### src/rtl/fir_tdm_mac_ctrl.sv
// fir_tdm_mac_ctrl: time-multiplexed controller for a 32-tap symmetric FIR.
// One pre-adder and one 13x12 multiplier are shared across the 16 folded tap
// pairs. Each rising edge of f_s shifts the delay line and runs a 16-step MAC,
// then saturates and scales the result by 1.5 onto dout.
// The coefficient bank is double buffered: writes go to the shadow bank and
// are copied to the active bank at the start of the next sample after a commit.
// Optional build macro: FIR_TDM_ROUND_EN (round-half-up before extraction).
module fir_tdm_mac_ctrl #(
    parameter int DW    = 12,
    parameter int CW    = 12,
    parameter int NPAIR = 16,
    parameter int AW    = 29
) (
    input  logic                 clk,
    input  logic                 rst,
    input  logic                 f_s,
    input  logic signed [DW-1:0] din,
    input  logic                 cf_we,
    input  logic [3:0]           cf_addr,
    input  logic signed [CW-1:0] cf_wdata,
    input  logic                 cf_commit,
    input  logic                 ovr_clr,
    output logic                 busy,
    output logic signed [DW-1:0] dout,
    output logic                 dout_vld,
    output logic                 overrun
);

    localparam int NTAP = 2 * NPAIR;
    localparam int KW   = $clog2(NPAIR);
    localparam int XW   = $clog2(NTAP);
    localparam int PW   = DW + 1 + CW;   // pre-add width times coefficient width
    localparam int SH   = 15;            // binary point of the accumulator
    localparam int HW   = AW - SH;       // accumulator bits above the binary point

    typedef enum logic [1:0] {
        IDLE = 2'd0,
        MAC  = 2'd1,
        OUT  = 2'd2
    } state_t;

    state_t state, state_nxt;

    logic                 pl0, pl1;
    logic                 start;
    logic                 load, mac_en, out_en;
    logic [KW-1:0]        k;
    logic                 commit_pend;
    logic signed [DW-1:0] x      [NTAP];
    logic signed [CW-1:0] cf_act [NPAIR];
    logic signed [CW-1:0] cf_shd [NPAIR];
    logic signed [AW-1:0] acc;

    logic [XW-1:0]        xa_idx, xb_idx;
    logic signed [DW:0]   pre;
    logic signed [PW-1:0] prod;
    logic signed [AW-1:0] acc_rnd;
    logic signed [HW-1:0] acc_hi;
    logic signed [DW-1:0] esum;
    logic signed [DW:0]   sum_adj;
    logic signed [DW-1:0] dout_sat;

    // Power-up low-pass coefficient set, used for both banks on reset.
    function automatic logic signed [CW-1:0] coef_init(input int unsigned idx);
        case (idx)
            0:       coef_init = CW'(35);
            1:       coef_init = CW'(58);
            2:       coef_init = CW'(103);
            3:       coef_init = CW'(164);
            4:       coef_init = CW'(245);
            5:       coef_init = CW'(345);
            6:       coef_init = CW'(463);
            7:       coef_init = CW'(596);
            8:       coef_init = CW'(741);
            9:       coef_init = CW'(891);
            10:      coef_init = CW'(1040);
            11:      coef_init = CW'(1181);
            12:      coef_init = CW'(1304);
            13:      coef_init = CW'(1404);
            14:      coef_init = CW'(1474);
            15:      coef_init = CW'(1511);
            default: coef_init = '0;
        endcase
    endfunction

    // Two-stage sampler on the strobe level; start marks its rising edge.
    always_ff @(posedge clk or negedge rst) begin
        if (!rst) begin
            pl0 <= 1'b0;
            pl1 <= 1'b0;
        end else begin
            pl0 <= f_s;
            pl1 <= pl0;
        end
    end

    assign start = pl0 & ~pl1;
    assign busy  = (state != IDLE);

    // Sequencer state register.
    always_ff @(posedge clk or negedge rst) begin
        if (!rst) state <= IDLE;
        else      state <= state_nxt;
    end

    // Sequencer next state and per-phase enables.
    always_comb begin
        state_nxt = state;
        load      = 1'b0;
        mac_en    = 1'b0;
        out_en    = 1'b0;
        case (state)
            IDLE: begin
                if (start) begin
                    load      = 1'b1;
                    state_nxt = MAC;
                end
            end
            MAC: begin
                mac_en = 1'b1;
                if (k == KW'(NPAIR - 1)) state_nxt = OUT;
            end
            OUT: begin
                out_en    = 1'b1;
                state_nxt = IDLE;
            end
            default: state_nxt = IDLE;
        endcase
    end

    // Folded tap pair k: pre-add the mirrored samples, then multiply.
    always_comb begin
        xa_idx = XW'(k);
        xb_idx = XW'(NTAP - 1) - xa_idx;
        pre    = (DW + 1)'(x[xa_idx]) + (DW + 1)'(x[xb_idx]);
        prod   = PW'(pre) * PW'(cf_act[k]);
    end

    // Delay line shift on sample start; accumulate one tap pair per MAC cycle.
    always_ff @(posedge clk or negedge rst) begin
        if (!rst) begin
            for (int unsigned i = 0; i < NTAP; i++) x[i] <= '0;
            acc <= '0;
            k   <= '0;
        end else if (load) begin
            x[0] <= din;
            for (int unsigned i = 1; i < NTAP; i++) x[i] <= x[i-1];
            acc <= '0;
            k   <= '0;
        end else if (mac_en) begin
            acc <= acc + AW'(prod);
            k   <= k + 1'b1;
        end
    end

    // Shadow bank takes writes any cycle; a pending commit copies it to the
    // active bank only at sample start, so the copy sees the pre-write value.
    always_ff @(posedge clk or negedge rst) begin
        if (!rst) begin
            for (int unsigned i = 0; i < NPAIR; i++) begin
                cf_shd[i] <= coef_init(i);
                cf_act[i] <= coef_init(i);
            end
            commit_pend <= 1'b0;
        end else begin
            if (cf_we) cf_shd[cf_addr] <= cf_wdata;
            if (load && commit_pend) begin
                for (int unsigned i = 0; i < NPAIR; i++) cf_act[i] <= cf_shd[i];
            end
            if (cf_commit)                commit_pend <= 1'b1;
            else if (load && commit_pend) commit_pend <= 1'b0;
        end
    end

`ifdef FIR_TDM_ROUND_EN
    assign acc_rnd = acc + AW'(1 << (SH - 1));
`else
    assign acc_rnd = acc;
`endif

    // Extract the 12-bit sum with range clamp, then scale by 1.5 and clamp again.
    always_comb begin
        acc_hi = HW'(acc_rnd >>> SH);
        if (acc_hi[HW-1:DW-1] == '0 || acc_hi[HW-1:DW-1] == '1)
            esum = acc_hi[DW-1:0];
        else if (acc_hi[HW-1])
            esum = {1'b1, {(DW-1){1'b0}}};
        else
            esum = {1'b0, {(DW-1){1'b1}}};

        sum_adj = (DW + 1)'(esum) + (DW + 1)'(esum >>> 1);
        if (sum_adj[DW] != sum_adj[DW-1])
            dout_sat = sum_adj[DW] ? {1'b1, {(DW-1){1'b0}}} : {1'b0, {(DW-1){1'b1}}};
        else
            dout_sat = sum_adj[DW-1:0];
    end

    // Output register and its one-cycle valid pulse.
    always_ff @(posedge clk or negedge rst) begin
        if (!rst) begin
            dout     <= '0;
            dout_vld <= 1'b0;
        end else begin
            dout_vld <= out_en;
            if (out_en) dout <= dout_sat;
        end
    end

    // Sticky overrun: a start seen while busy is dropped; set beats clear.
    always_ff @(posedge clk or negedge rst) begin
        if (!rst)              overrun <= 1'b0;
        else if (start && busy) overrun <= 1'b1;
        else if (ovr_clr)      overrun <= 1'b0;
    end

endmodule

### config.mk
export PLATFORM = sky130hd
export DESIGN_NAME = fir_tdm_mac_ctrl
export DESIGN_NICKNAME = d
export VERILOG_FILES = /design/src/rtl/fir_tdm_mac_ctrl.sv
export SDC_FILE = /design/constraint.sdc
export NUM_CORES = 2
export LEC_CHECK = 0
export BUFFER_PORTS_ARGS = -buffer_cell sky130_fd_sc_hd__buf_2
export CORE_UTILIZATION = 40
export CTS_BUF_LIST = sky130_fd_sc_hd__clkbuf_8
export DETAILED_ROUTE_END_ITERATION = 6
export GPL_TIMING_DRIVEN = 1
export HOLD_SLACK_MARGIN = 0.06
export PLACE_DENSITY = 0.62
export SYNTH_ARGS = -nofsm -noshare
export SYNTH_HDL_FRONTEND = slang
export SYNTH_SLANG_ARGS = --single-unit
export TNS_END_PERCENT = 50
### constraint.sdc
create_clock -name clk -period 19.2 [get_ports clk]
set_input_delay 4.8 -clock clk [delete_from_list [all_inputs] [get_ports clk]]
set_output_delay 4.8 -clock clk [all_outputs]
set_load 0.01 [all_outputs]
### Yosys cells after proc, flatten, opt, wreduce, memory -nomap -nowiden

Cells that the tools add are included.

* output and inout bits: 15
* flip-flop bits (word level): 820
* input bits: 34
* logic and storage cells: 139

* reduce and logical (&&, ||, !) cells: 11
* $lt $le $gt $ge: 5
* eq/ne operators: 7
* add/subtract/negate cells: 5
* bitwise gates (word level): 6
* multiplexer cells: 31
* multiply operators: 1

Operators by type and width (count)
* $bwmux W192: 1
* $mux W12: 11
* $bmux W12 S5: 2
* $mux W29: 2
* $bmux W12 S4: 1
* $demux W12 S4: 1
* $add A29 B25 Y29: 1
* $mul A13 B12 Y25: 1
* $add A12 B11 Y13: 1
* $add A12 B12 Y13: 1
* $ge A6 B6 Y1 const B: 2
* $ge A5 B5 Y1 const B: 2
* $not A4 Y5: 2
* $mux W1: 8
* $mux W4: 2
* $reduce_bool A2 Y1: 4
* $not A4 Y6: 1
* $not A5 Y6: 1
* $lt A5 B1 Y1 const B: 1
* $sub A5 B4 Y5 const A: 1
* $add A4 B1 Y4 const B: 1
* $eq A4 B4 Y1 const B: 1
* $mux W2: 2
* $ne A2 B2 Y1 const B: 2
* other kinds (12): 14

### Logic depth before layout (Yosys ltp)

* word-level depth: 10
* mapped depth: 34
* mapped depth without buffers: 29

### Worst setup path after synthesis

No wires, ideal clock.

* kind: reg2reg
* start: reg k[0]
* end: reg acc[25]
* buffers on the path: 5
* clock period less this slack: 9059 ps
* slack: 10141 ps
* required time: 19074 ps
* setup time: 126 ps
* arrival time: 8933 ps
* cell stages (with the launch flop): 32
* cells stage by stage: dfrtp_1 buf_6 buf_6 buf_6 buf_4 mux4_2 mux4_2 ha_1 fa_1 a21oi_1 o21bai_1 a21oi_1 o21ai_1 a21o_1 o21ai_1 clkbuf_1 nand2_1 fa_1 inv_1 fa_1 fa_1 fa_1 fa_1 ha_1 ha_1 a21o_1 a31oi_2 nor2b_1 a311oi_2 o211ai_2 o2111a_1 a221o_1

* longest elaborated chain between the ends: 10
* elaborated cells on any way between the ends: 18
* classes of those cells: add/sub: 3; mul: 1; mux: 11; bitwise: 3

Ends and longest elaborated chain
* start: declaration: RTL line 47 `logic [KW-1:0] k;`
* start signal: assignment: RTL line 152 `k <= k + 1'b1;`
* $sub A5 B4 Y5: RTL line 134 `xb_idx = XW'(NTAP - 1) - xa_idx;`
* $not A5 Y6 (implied by the code): RTL line 135 `pre = (DW + 1)'(x[xa_idx]) + (DW + 1)'(x[xb_idx]);`
* $bmux W12 S5: RTL line 135
* $mux W12 (implied by the code) (2 in a row): RTL line 135
* $add A12 B12 Y13: RTL line 135
* $mul A13 B12 Y25 (*): RTL line 136 `prod = PW'(pre) * PW'(cf_act[k]);`
* $add A29 B25 Y29 (*): RTL line 151 `acc <= acc + AW'(prod);`
* $mux W29 (*): RTL line 150 `end else if (mac_en) begin`
* $mux W29 (*): RTL line 145 `end else if (load) begin`
* end signal: assignment: RTL line 151
* end: declaration: RTL line 52 `logic signed [AW-1:0] acc;`

Every way passes the cells marked *; elsewhere a longest branch is shown, timed or not. The select of a mux whose other input is x is not followed.
A chain may end at the register's enable or synchronous reset.

### Worst setup path after layout

* start: reg k[1]
* end: reg acc[26]

Same word-level chain as after synthesis.

==> results.cfg <==
[clock_network]
cts_hold_buf = 0
ctsResizeCount = 0
clock-sinks = 820
post-cts-setup-buffer-count = 0
cts_max_level = 4
tritoncts.num_buffers = 139
clock-root-buffer = clkbuf_8
clk_latency_ns = 0.81
cts_tree = yes
clockBufferDepth = 3
path_clk_slew_ns = 0.06

[setup_path]
cpMaxStageDelayCell = buf_4
r2r_slack_ns = 8.62
cpPeakStageDelay_ns = 0.88
cp_max_fo = 60
rr_startpoint = k[1]
crit_family = adder cells
start_kind = flop
endpoint_kind = flop
r2r_cells = 28
cp_num_buf_inv = 3
cp.required_ns = 19.91
rr_endpoint = acc[26]
critPathKind = flop to flop
crit_top_cell = fa_1
critical_path.startpoint = k[1]
worstPathArrival_ns = 11.29

[cells_and_area]
fill_cells = 10200
area_growth_pct = 10.0
nets = 4248
drive_above_1_share_pct = 26.1
final_common_cell = nand2_1
final_cell_mix = 1290 x nand2_1, 650 x dfrtp_1, 384 x mux2_2, 260 x inv_1, 193 x fa_1

[drt]
vias = 27800
detail-route-antenna-nets = 0
drt_pre_antenna_iters = 6
wl_per_cell_um = 17.2
wl_um = 93800
drtIter0Drc = 1896
drc = 0
via_per_inst = 5.10

[run]
cap_violations = 0

[logic_synthesis]
yosysSeqAreaShare_pct = 47.3
synth_seq_cells = 820
ys_dominant_reg_cell = dfrtp_1
postSynthAreaPerCell_sq_um = 11.2
netlist-cell-type-count = 76
ys_async_sr_fraction_pct = 100
synth_area_sq_um = 43800
syn_nets = 4229
yosysWarnings = 0
syn_inst = 3902
synth_edf_count = 0

[grt]
grt_max_degree = 248
grt_overflow_total = 0
antenna_found_initial = 2
track_usage_pct = 17.6
grt_pass1_vias = 28900
grt_pass1_wl_um = 158000

[floorplan]
rows = 121
pin_count = 49
die_y_um = 333
die_w_um = 333
floorplan.initialDensity_pct = 40.3
core_sq_um = 109000
die_area_sq_um = 111000

[status]
status = complete, no violations

[sta]
slew_headroom_pct = 21.5
max_freq_mhz = 94.5
rsz0062_at_grt = no
fin_skew_ns = 0.0561
setup_tns_ns = 0
period_needed_ns = 10.58
worstMarginPinSlew_ns = 1.18
finalHoldViolations = 0
fin_crit_sh_pct = 55.1
setup_viol = 0
drv_slew = 0

[placed_design]
place_congestion = 0.835
dp_hpwl_um = 58600
numPortBuffers = 48

[worst_hold_path]
min_from = pl0
holdCritPathClass = flop to flop
hold_path_end = pl1
hold_depth = 0
==> sequential cells by signal (all words and copies together) (netlist names), 2 cells and up <==
signal and count:
acc 29, cf_act 192, cf_shd 192, dout 12, k 4, state 2, x 384
==> cell type report <==
type / instances / area [sq um] / share of cell area (%)
clock inverters: 77 / 480 / 0.997
well taps: 1414 / 1770 / 3.67
repair buffers: 97 / 656 / 1.36
multi-input cells: 2653 / 21300 / 44.3
flip-flops and latches: 820 / 20700 / 43.0
inverters: 210 / 788 / 1.64
diodes: 1 / 2.50 / 0.00519
clock buffers: 176 / 2420 / 5.03
==> cell usage after synthesis, types with 3 or more instances <==
master / instances / area share (%)
nor2_2: 9 / 0.13
o211ai_1: 5 / 0.086
nand3b_1: 5 / 0.086
mux2_1: 9 / 0.23
inv_1: 206 / 1.8
dfrtp_1: 654 / 37
a211o_1: 3 / 0.060
a211oi_1: 8 / 0.14
buf_6: 10 / 0.26
dfstp_2: 166 / 10
o21ai_1: 9 / 0.10
o22ai_1: 3 / 0.043
and2_1: 32 / 0.46
buf_1: 15 / 0.13
nor2_1: 104 / 0.89
buf_4: 6 / 0.10
a21o_1: 18 / 0.31
or3_1: 7 / 0.10
nand2b_1: 12 / 0.17
nand4_1: 5 / 0.071
a21oi_1: 52 / 0.59
fa_1: 193 / 8.8
nor2b_1: 16 / 0.23
o21a_1: 7 / 0.12
mux4_2: 167 / 8.6
nor3_1: 6 / 0.069
ha_1: 100 / 2.9
xor2_1: 22 / 0.44
a21oi_4: 3 / 0.11
mux2_2: 384 / 9.9
and3_1: 12 / 0.17
a31oi_1: 4 / 0.057
o21bai_1: 7 / 0.12
xnor2_1: 23 / 0.46
inv_2: 3 / 0.026
mux2i_1: 12 / 0.27
nand2_1: 1291 / 11
o31ai_1: 9 / 0.15
buf_2: 20 / 0.23
o21ai_0: 40 / 0.46
nand3_1: 39 / 0.45
clkbuf_1: 165 / 1.4
==> logic make-up (layout without fill, tap and decap cells) <==
family          count (synthesis)  after routing  share of synthesized area, %
flops                         820            820                          47.3
buf+inv                       429            560                          4.06
mux                           574            574                          19.1
other cells                     0              1                             0
xor+xnor                       45             45                         0.900
compound gates                192            192                          2.92
simple gates                 1548           1548                          14.0
fa+ha+maj                     294            294                          11.7
==> worst max path at each step <==
stage              end  depth (start not counted)
2_1_floorplan  acc[25]                         31
3_3_place_gp   acc[26]                         26
4_1_cts        acc[26]                         26
6_report       acc[26]                         28
3_5_place_dp   acc[26]                         26
5_1_grt        acc[26]                         28
==> routing by layer <==
metal  GRT usage (%)  part of all wire, %
met2            28.3                   48
met3            2.48                  3.4
met4            5.13                  1.9
met1            24.8                   47
met5               0                0.014
==> metrics by stage <==
stage	area [sq um]	setup slack, ns	hold WS, ns	instances	util, %
after floorplan	43800	10.14	0.355	3902	-
after global placement	45300	8.80	0.369	5194	41.7
after detailed placement	45300	8.67	0.368	5194	41.7
after CTS	48200	8.67	0.387	5447	44.3
after global routing	48200	7.99	0.405	5448	44.3
final	48200	8.62	0.386	5448	44.3
Power is not shown: default switching activity piles up to over one toggle a cycle in this logic, so the estimate is an artifact.
